File: config.mk
export PLATFORM = sky130hd
export DESIGN_NAME = mem_port_arbiter_flat
export DESIGN_NICKNAME = d
export VERILOG_FILES = /design/src/rtl/mem_port_arbiter_pkg.sv /design/src/rtl/mem_port_arbiter_if.sv /design/src/rtl/mem_port_arbiter_lat_counter.sv /design/src/rtl/mem_port_arbiter.sv /design/src/flat_wrapper.sv
export SDC_FILE = /design/constraint.sdc
export NUM_CORES = 1
export LEC_CHECK = 0
export CAP_MARGIN = 30
export CORE_AREA = 4 4 119 178
export DETAILED_ROUTE_END_ITERATION = 6
export DIE_AREA = 0 0 123 182
export PLACE_DENSITY = 0.64
export SETUP_SLACK_MARGIN = 0.5
export SYNTH_ARGS = -nofsm -noshare
export SYNTH_HDL_FRONTEND = slang
export SYNTH_SLANG_ARGS = --single-unit
File: constraint.sdc
create_clock -name clk -period 2.25 [get_ports clk]
set_input_delay 0.675 -clock clk [delete_from_list [all_inputs] [get_ports clk]]
set_output_delay 0.675 -clock clk [all_outputs]
set_load 0.05 [all_outputs]
File: src/rtl/mem_port_arbiter_pkg.sv
// mem_port_arbiter_pkg: FSM/owner encodings and counter sizing shared by the arbiter,
// stall logic and testbench.
package mem_port_arbiter_pkg;
   typedef enum logic [1:0] {ST_IDLE = 2'd0, ST_BUSY = 2'd1, ST_RESP = 2'd2} state_t;
   typedef enum logic {OWN_I = 1'b0, OWN_D = 1'b1} owner_t;
   function automatic int cnt_w(input int lat);
      return $clog2(lat) + 1;
   endfunction
endpackage

File: src/rtl/mem_port_arbiter_if.sv
// mem_port_arbiter_if: fetch port, data port and backing-memory bus of the arbiter.
interface mem_port_arbiter_if #(parameter int ADDR_W = 32, parameter int DATA_W = 32);
   logic              i_req;
   logic [ADDR_W-1:0] i_addr;
   logic [DATA_W-1:0] i_rdata;
   logic              i_ready;
   logic              i_stall;
   logic              d_req;
   logic              d_we;
   logic [ADDR_W-1:0] d_addr;
   logic [DATA_W-1:0] d_wdata;
   logic [DATA_W-1:0] d_rdata;
   logic              d_ready;
   logic              d_stall;
   logic              mem_valid;
   logic              mem_we;
   logic [ADDR_W-1:0] mem_addr;
   logic [DATA_W-1:0] mem_wdata;
   logic [DATA_W-1:0] mem_rdata;
   modport slave (
      input  i_req, i_addr, d_req, d_we, d_addr, d_wdata, mem_rdata,
      output i_rdata, i_ready, i_stall, d_rdata, d_ready, d_stall,
             mem_valid, mem_we, mem_addr, mem_wdata
   );
   modport master (
      output i_req, i_addr, d_req, d_we, d_addr, d_wdata, mem_rdata,
      input  i_rdata, i_ready, i_stall, d_rdata, d_ready, d_stall,
             mem_valid, mem_we, mem_addr, mem_wdata
   );
endinterface

File: src/rtl/mem_port_arbiter_lat_counter.sv
// mem_lat_counter: loads MEM_LATENCY-1 on a grant and counts down while the memory is busy.
module mem_lat_counter
   import mem_port_arbiter_pkg::*;
#(
   parameter int MEM_LATENCY = 4
) (
   input  logic clk,
   input  logic rst_n,
   input  logic i_load,
   input  logic i_en,
   output logic o_done
);
   localparam int CW = cnt_w(MEM_LATENCY);
   logic [CW-1:0] r_cnt;
   always_ff @(posedge clk or negedge rst_n) begin
      if (!rst_n) r_cnt <= '0;
      else if (i_load) r_cnt <= CW'(MEM_LATENCY - 1);
      else if (i_en && r_cnt != '0) r_cnt <= r_cnt - 1'b1;
   end
   assign o_done = (r_cnt == '0);
endmodule

File: src/rtl/mem_port_arbiter.sv
// mem_port_arbiter: shares one fixed-latency single-port memory between the fetch and data
// ports; data wins contention until fetch has been passed over STARVE_MAX times.
module mem_port_arbiter
   import mem_port_arbiter_pkg::*;
#(
   parameter int ADDR_W      = 32,
   parameter int DATA_W      = 32,
   parameter int MEM_LATENCY = 4,
   parameter int STARVE_MAX  = 3
) (
   input  logic               clk,
   input  logic               rst_n,
   mem_port_arbiter_if.slave  bus
);
   localparam int SW = $clog2(STARVE_MAX + 1);
   state_t            r_state;
   owner_t            r_owner;
   logic [SW-1:0]     r_starve;
   logic              r_valid;
   logic              r_we;
   logic [ADDR_W-1:0] r_addr;
   logic [DATA_W-1:0] r_wdata;
   logic [DATA_W-1:0] r_i_rdata;
   logic [DATA_W-1:0] r_d_rdata;
   logic              r_i_ready;
   logic              r_d_ready;
   logic              w_any_req;
   logic              w_grant_i;
   logic              w_load;
   logic              w_busy;
   logic              w_done;
   assign w_any_req = bus.i_req | bus.d_req;
   assign w_grant_i = bus.i_req & (~bus.d_req | (r_starve == SW'(STARVE_MAX)));
   assign w_load    = (r_state == ST_IDLE) & w_any_req;
   assign w_busy    = (r_state == ST_BUSY);
   mem_lat_counter #(.MEM_LATENCY(MEM_LATENCY)) u_cnt (
      .clk    (clk),
      .rst_n  (rst_n),
      .i_load (w_load),
      .i_en   (w_busy),
      .o_done (w_done)
   );
   always_ff @(posedge clk or negedge rst_n) begin
      if (!rst_n) begin
         r_state   <= ST_IDLE;
         r_owner   <= OWN_I;
         r_starve  <= '0;
         r_valid   <= 1'b0;
         r_we      <= 1'b0;
         r_addr    <= '0;
         r_wdata   <= '0;
         r_i_rdata <= '0;
         r_d_rdata <= '0;
         r_i_ready <= 1'b0;
         r_d_ready <= 1'b0;
      end else begin
         r_i_ready <= 1'b0;
         r_d_ready <= 1'b0;
         case (r_state)
            ST_IDLE: if (w_any_req) begin
               r_state  <= ST_BUSY;
               r_valid  <= 1'b1;
               r_owner  <= w_grant_i ? OWN_I : OWN_D;
               r_addr   <= w_grant_i ? bus.i_addr : bus.d_addr;
               r_we     <= ~w_grant_i & bus.d_we;
               r_wdata  <= w_grant_i ? '0 : bus.d_wdata;
               // starvation only accrues while fetch is actually waiting
               r_starve <= w_grant_i ? '0 :
                           (bus.i_req && r_starve != SW'(STARVE_MAX)) ? r_starve + 1'b1 : r_starve;
            end
            ST_BUSY: if (w_done) begin
               r_state   <= ST_RESP;
               r_valid   <= 1'b0;
               r_i_ready <= (r_owner == OWN_I);
               r_d_ready <= (r_owner == OWN_D);
               if (!r_we && r_owner == OWN_I) r_i_rdata <= bus.mem_rdata;
               if (!r_we && r_owner == OWN_D) r_d_rdata <= bus.mem_rdata;
            end
            default: r_state <= ST_IDLE;
         endcase
      end
   end
   assign bus.mem_valid = r_valid;
   assign bus.mem_we    = r_we;
   assign bus.mem_addr  = r_addr;
   assign bus.mem_wdata = r_wdata;
   assign bus.i_rdata   = r_i_rdata;
   assign bus.d_rdata   = r_d_rdata;
   assign bus.i_ready   = r_i_ready;
   assign bus.d_ready   = r_d_ready;
   assign bus.i_stall   = bus.i_req & ~r_i_ready;
   assign bus.d_stall   = bus.d_req & ~r_d_ready;
endmodule
File: src/flat_wrapper.sv
// flat-port wrapper written by rule: the top's interface ports become plain ports
module mem_port_arbiter_flat import mem_port_arbiter_pkg::*;
#(
   parameter int ADDR_W      = 32,
   parameter int DATA_W      = 32,
   parameter int MEM_LATENCY = 4,
   parameter int STARVE_MAX  = 3
)
  (clk, rst_n, bus_i_req, bus_i_addr, bus_d_req, bus_d_we, bus_d_addr, bus_d_wdata, bus_mem_rdata, bus_i_rdata, bus_i_ready, bus_i_stall, bus_d_rdata, bus_d_ready, bus_d_stall, bus_mem_valid, bus_mem_we, bus_mem_addr, bus_mem_wdata);
  mem_port_arbiter_if #(.ADDR_W(ADDR_W), .DATA_W(DATA_W)) bus_i ();
  input  logic clk;
  input  logic rst_n;
  input wire logic [$bits(bus_i.i_req)-1:0] bus_i_req;
  input wire logic [$bits(bus_i.i_addr)-1:0] bus_i_addr;
  input wire logic [$bits(bus_i.d_req)-1:0] bus_d_req;
  input wire logic [$bits(bus_i.d_we)-1:0] bus_d_we;
  input wire logic [$bits(bus_i.d_addr)-1:0] bus_d_addr;
  input wire logic [$bits(bus_i.d_wdata)-1:0] bus_d_wdata;
  input wire logic [$bits(bus_i.mem_rdata)-1:0] bus_mem_rdata;
  output wire logic [$bits(bus_i.i_rdata)-1:0] bus_i_rdata;
  output wire logic [$bits(bus_i.i_ready)-1:0] bus_i_ready;
  output wire logic [$bits(bus_i.i_stall)-1:0] bus_i_stall;
  output wire logic [$bits(bus_i.d_rdata)-1:0] bus_d_rdata;
  output wire logic [$bits(bus_i.d_ready)-1:0] bus_d_ready;
  output wire logic [$bits(bus_i.d_stall)-1:0] bus_d_stall;
  output wire logic [$bits(bus_i.mem_valid)-1:0] bus_mem_valid;
  output wire logic [$bits(bus_i.mem_we)-1:0] bus_mem_we;
  output wire logic [$bits(bus_i.mem_addr)-1:0] bus_mem_addr;
  output wire logic [$bits(bus_i.mem_wdata)-1:0] bus_mem_wdata;
  assign bus_i.i_req = bus_i_req;
  assign bus_i.i_addr = bus_i_addr;
  assign bus_i.d_req = bus_d_req;
  assign bus_i.d_we = bus_d_we;
  assign bus_i.d_addr = bus_d_addr;
  assign bus_i.d_wdata = bus_d_wdata;
  assign bus_i.mem_rdata = bus_mem_rdata;
  assign bus_i_rdata = bus_i.i_rdata;
  assign bus_i_ready = bus_i.i_ready;
  assign bus_i_stall = bus_i.i_stall;
  assign bus_d_rdata = bus_i.d_rdata;
  assign bus_d_ready = bus_i.d_ready;
  assign bus_d_stall = bus_i.d_stall;
  assign bus_mem_valid = bus_i.mem_valid;
  assign bus_mem_we = bus_i.mem_we;
  assign bus_mem_addr = bus_i.mem_addr;
  assign bus_mem_wdata = bus_i.mem_wdata;
  mem_port_arbiter #(.ADDR_W(ADDR_W), .DATA_W(DATA_W), .MEM_LATENCY(MEM_LATENCY), .STARVE_MAX(STARVE_MAX)) u_core (.clk(clk), .rst_n(rst_n), .bus(bus_i));
endmodule
==> summary.txt <==
Pwr
  • Sw frac: 48.89%
  • Max rail drop VDD: 0.6139 mV
  • Sequential power share: 27.8%
  • Total net switching power: 0.007846 W
  • Static leakage: 4.173 nW
  • Overall power: 0.01605 W
  • Internal: 0.008202 W
  • Clock power share: 17.4%
  • Power per cell area: 1743 nW/um^2
  • Comb pwr share: 54.8%

Hold path
  • Hold WC Path Type: primary input to asynchronous set/reset pin

Detailed routing
  • 1st-iter DRT viols: 238
  • DR vias/cell: 4.854
  • Post-DRT Antenna Nets: 0
  • DR WL/cell: 18.59 um
  • Total iterations of the first detailed-routing run: 5
  • Total number of vias: between 4000 and 5000
  • Wirelength, routed: 18550 um
  • DRC viols: 0

Yosys
  • Cells after Synth: 448
  • Synth unique cells: 30
  • Number of synthesized flops with an enable pin: 0
  • Synth Area in Compound Gates: 15.21%
  • Adder-cell share of the synthesized area: less than 1%
  • Area of the mapped netlist: 5782 sq um
  • Async SR Flop Fraction: between 90% and 100%
  • Primary FF master, synth: dfrtp_1
  • Synth Area in Simple Gates: between 5 and 6%
  • Largest family of logic cells by synthesized area: compound AO/OA/AOI/OAI gates
  • Seq/Total Area, Yosys: 60.59%
  • Post-synthesis register bit count: between 100 and 150
  • Syn. warnings: 0
  • Post-Synth XOR/XNOR Area: 0%
  • Syn Nets: 584
  • Mux cell area share after synthesis: 14.41%
  • Mapped Avg Cell Area: 12.91 sq um

Critical path
  • Crit start category: register
  • Cells along the critical path: nor2b_4 -> buf_12
  • Critical Path RT: 1570 ps
  • Critical Path Max Stage Delay: 430 ps
  • CP endpoint kind: output pin
  • CP max-delay cell: dfrtp_1
  • Worst Path Max Fanout: 2
  • WS Path Type: register to output pin
  • CP arrival: 1120 ps

Timing
  • FMAX: 0.5558 GHz
  • Final Skew: roughly 15 ps
  • RSZ-0062 raised after global routing: yes
  • Slew Limit Fails: 0
  • Slew headroom: 71.31%
  • Final setup viols: 0
  • Period utilization: 79.96%
  • Slew @ Worst Pin: 430.4 ps
  • Final Hold Fails: 0
  • Crit path time final: 1799 ps

Clocking
  • Clock sinks: 140
  • Clock-pin slew on the worst setup and hold paths: 70 ps
  • Clk buf depth: 2
  • Clock Latency Late Sink: 420 ps
  • H-Tree Depth: 4
  • Clk root buf: clkbuf_16
  • CTS tree: done
  • Inserted Clock Buffers: 17

Global route
  • Pin count of the biggest net entering global routing: 82
  • Vias in the first global route: ~5300
  • GRT Total Usage: 16.29%
  • Remaining Overflow, GRT: 0
  • Initial antenna violation count: 0
  • First-pass GRT wire length: ~28000 um

Status
  • Status: completed

Finish
  • Final core utilization: between 40% and 50%
  • Commonest non-fill, non-tap cell in the layout: dfrtp_1
  • Antenna cells: 0
  • Share of post-route cells with drive strength above 1: 37.40%
  • Layout area overhead: 59.23%
  • Nets: 861
  • Post-route cell area: between 9000 and 10000 sq um
  • Cell Count, Final, Fillers Out: about 1000
  • Most frequent cells in the layout: 140 x dfrtp_1, 129 x clkdlybuf4s50_1, 55 x clkbuf_4

Flow run
  • Max cap viols: 0

Place
  • Post-DP Area: ~8800 sq um
  • DPL Wire Length: between 10000 and 15000 um
  • RePlAce Congestion: 0.7888
  • Placed Cells: between 900 and 1000
  • Port bufs: around 270

Die
  • # rows: 63
  • Die height: 182 um
  • Total die area: 22390 sq um
  • Core region area: approximately 20000 sq um
  • Initial Util: 29.46%
  • I/O pin total: roughly 270
  • Die X: between 100 and 150 um
[sequential cells by signal (all words and copies together) (netlist names)]
signal,cells
u_core.bus.mem_addr,32
u_core.bus.mem_we,1
u_core.r_owner,1
u_core.r_starve,2
u_core.u_cnt.r_cnt,3
u_core.bus.i_ready,1
u_core.bus.mem_wdata,32
u_core.r_state,2
u_core.bus.d_rdata,32
u_core.bus.mem_valid,1
u_core.bus.i_rdata,32
u_core.bus.d_ready,1
[timing repair]
action,4_1_cts,5_1_grt
buffers inserted,2,3
setup endpoints to repair,203,124
endpoints found under the hold margin,0,0
hold buffers,0,0
pin swaps,3,2
gates cloned,3,3
gates resized for setup,605,64
[path summary, 6_finish.rpt]
check / from / to / slack, ps / cells after the start
min in group clk: u_core.r_owner / u_core.bus.i_ready / 490 / 1
max in group asynchronous: rst_n / u_core.bus.mem_wdata[25] / 1430 / 2
worst max register to register: u_core.u_cnt.r_cnt[0] / u_core.bus.i_rdata[2] / 450 / 6
worst min register to register: u_core.r_owner / u_core.bus.i_ready / 490 / 1
worst max-delay path: u_core.bus.d_ready / bus_d_stall / 450 / 2
worst min-delay path: rst_n / u_core.bus.mem_addr[7] / 110 / 1
[worst max-delay path: cells and delay by family, from the launching register on]
kind	cells	cell delay (ps)
buffers and inverters	1	140
flip-flops	1	430
AND/OR/NAND/NOR	1	150
[metal layers]
| metal | vias to the layer above | track usage [%] | share of wire (%) |
|---|---|---|---|
| li1 | 2204 | - | - |
| met1 | 2400 | 18.83 | 37 |
| met2 | 204 | 28.61 | 54 |
| met3 | 36 | 3.739 | 6.2 |
| met4 | 0 | 6.696 | 2.9 |
| met5 | - | 0 | 0 |
[power groups by stage]
stage / sequential, W / clock, W / combinational [W]
floorplan: 0.00842 / 0 / 0.00216
finish: 0.00446 / 0.00280 / 0.00879
global route: 0.00461 / 0.00297 / 0.00921
global placement: 0.00446 / 0 / 0.00925
detailed placement: 0.00449 / 0 / 0.00937
CTS: 0.00445 / 0.00288 / 0.00857
[per-stage QoR]
stage | hold WS [ps] | setup TNS [ps] | setup slack [ps]
floorplan | 379.4 | 0 | 365.9
global placement | 470.7 | -13.50 | -13.50
detailed placement | 487.8 | -21.73 | -15.49
CTS | 96.77 | 0 | 376.6
global route | 114.9 | 0 | 393.9
finish | 110.4 | 0 | 450.8
[cells by family (layout without fill, tap and decap cells)]
family | Yosys count | count (layout)
buffers and inverters | 44 | 334
AOI/OAI and AO/OA | 140 | 140
adders and majority gates | 3 | 3
muxes | 64 | 64
and+or+nand+nor | 57 | 57
DFF | 140 | 140
[layout make-up]
| cell class | count | area (sq um) |
|---|---|---|
| multi-input cells | 264 | 2108 |
| inverters | 5 | 26.28 |
| clock inverters | 15 | 165.2 |
| flip-flops and latches | 140 | 3503 |
| repair buffers | 297 | 2653 |
| clock buffers | 17 | 425.4 |
| well taps | 260 | 325.3 |
| fillers | 1804 | 10420 |
[synthesized netlist by cell type, drive strengths merged, types with 2 or more instances]
library cell  number  area, sq um
nand2              5        18.77
and2               2        12.51
dfrtp            140         3503
a31oi             32        200.2
nor3               2        10.01
clkbuf            20        75.07
buf               19        113.9
a22o              33        289.0
nor2b              4        25.02
nand3             32        160.2
a21o               2        15.01
a21oi             34        170.2
mux2              64        833.3
o21ai             36        180.2
nand2b             3        18.77
inv                5        18.77
nor2               3        11.26
ha                 3        37.54
Note: power is estimated with default switching activity, not from simulation.
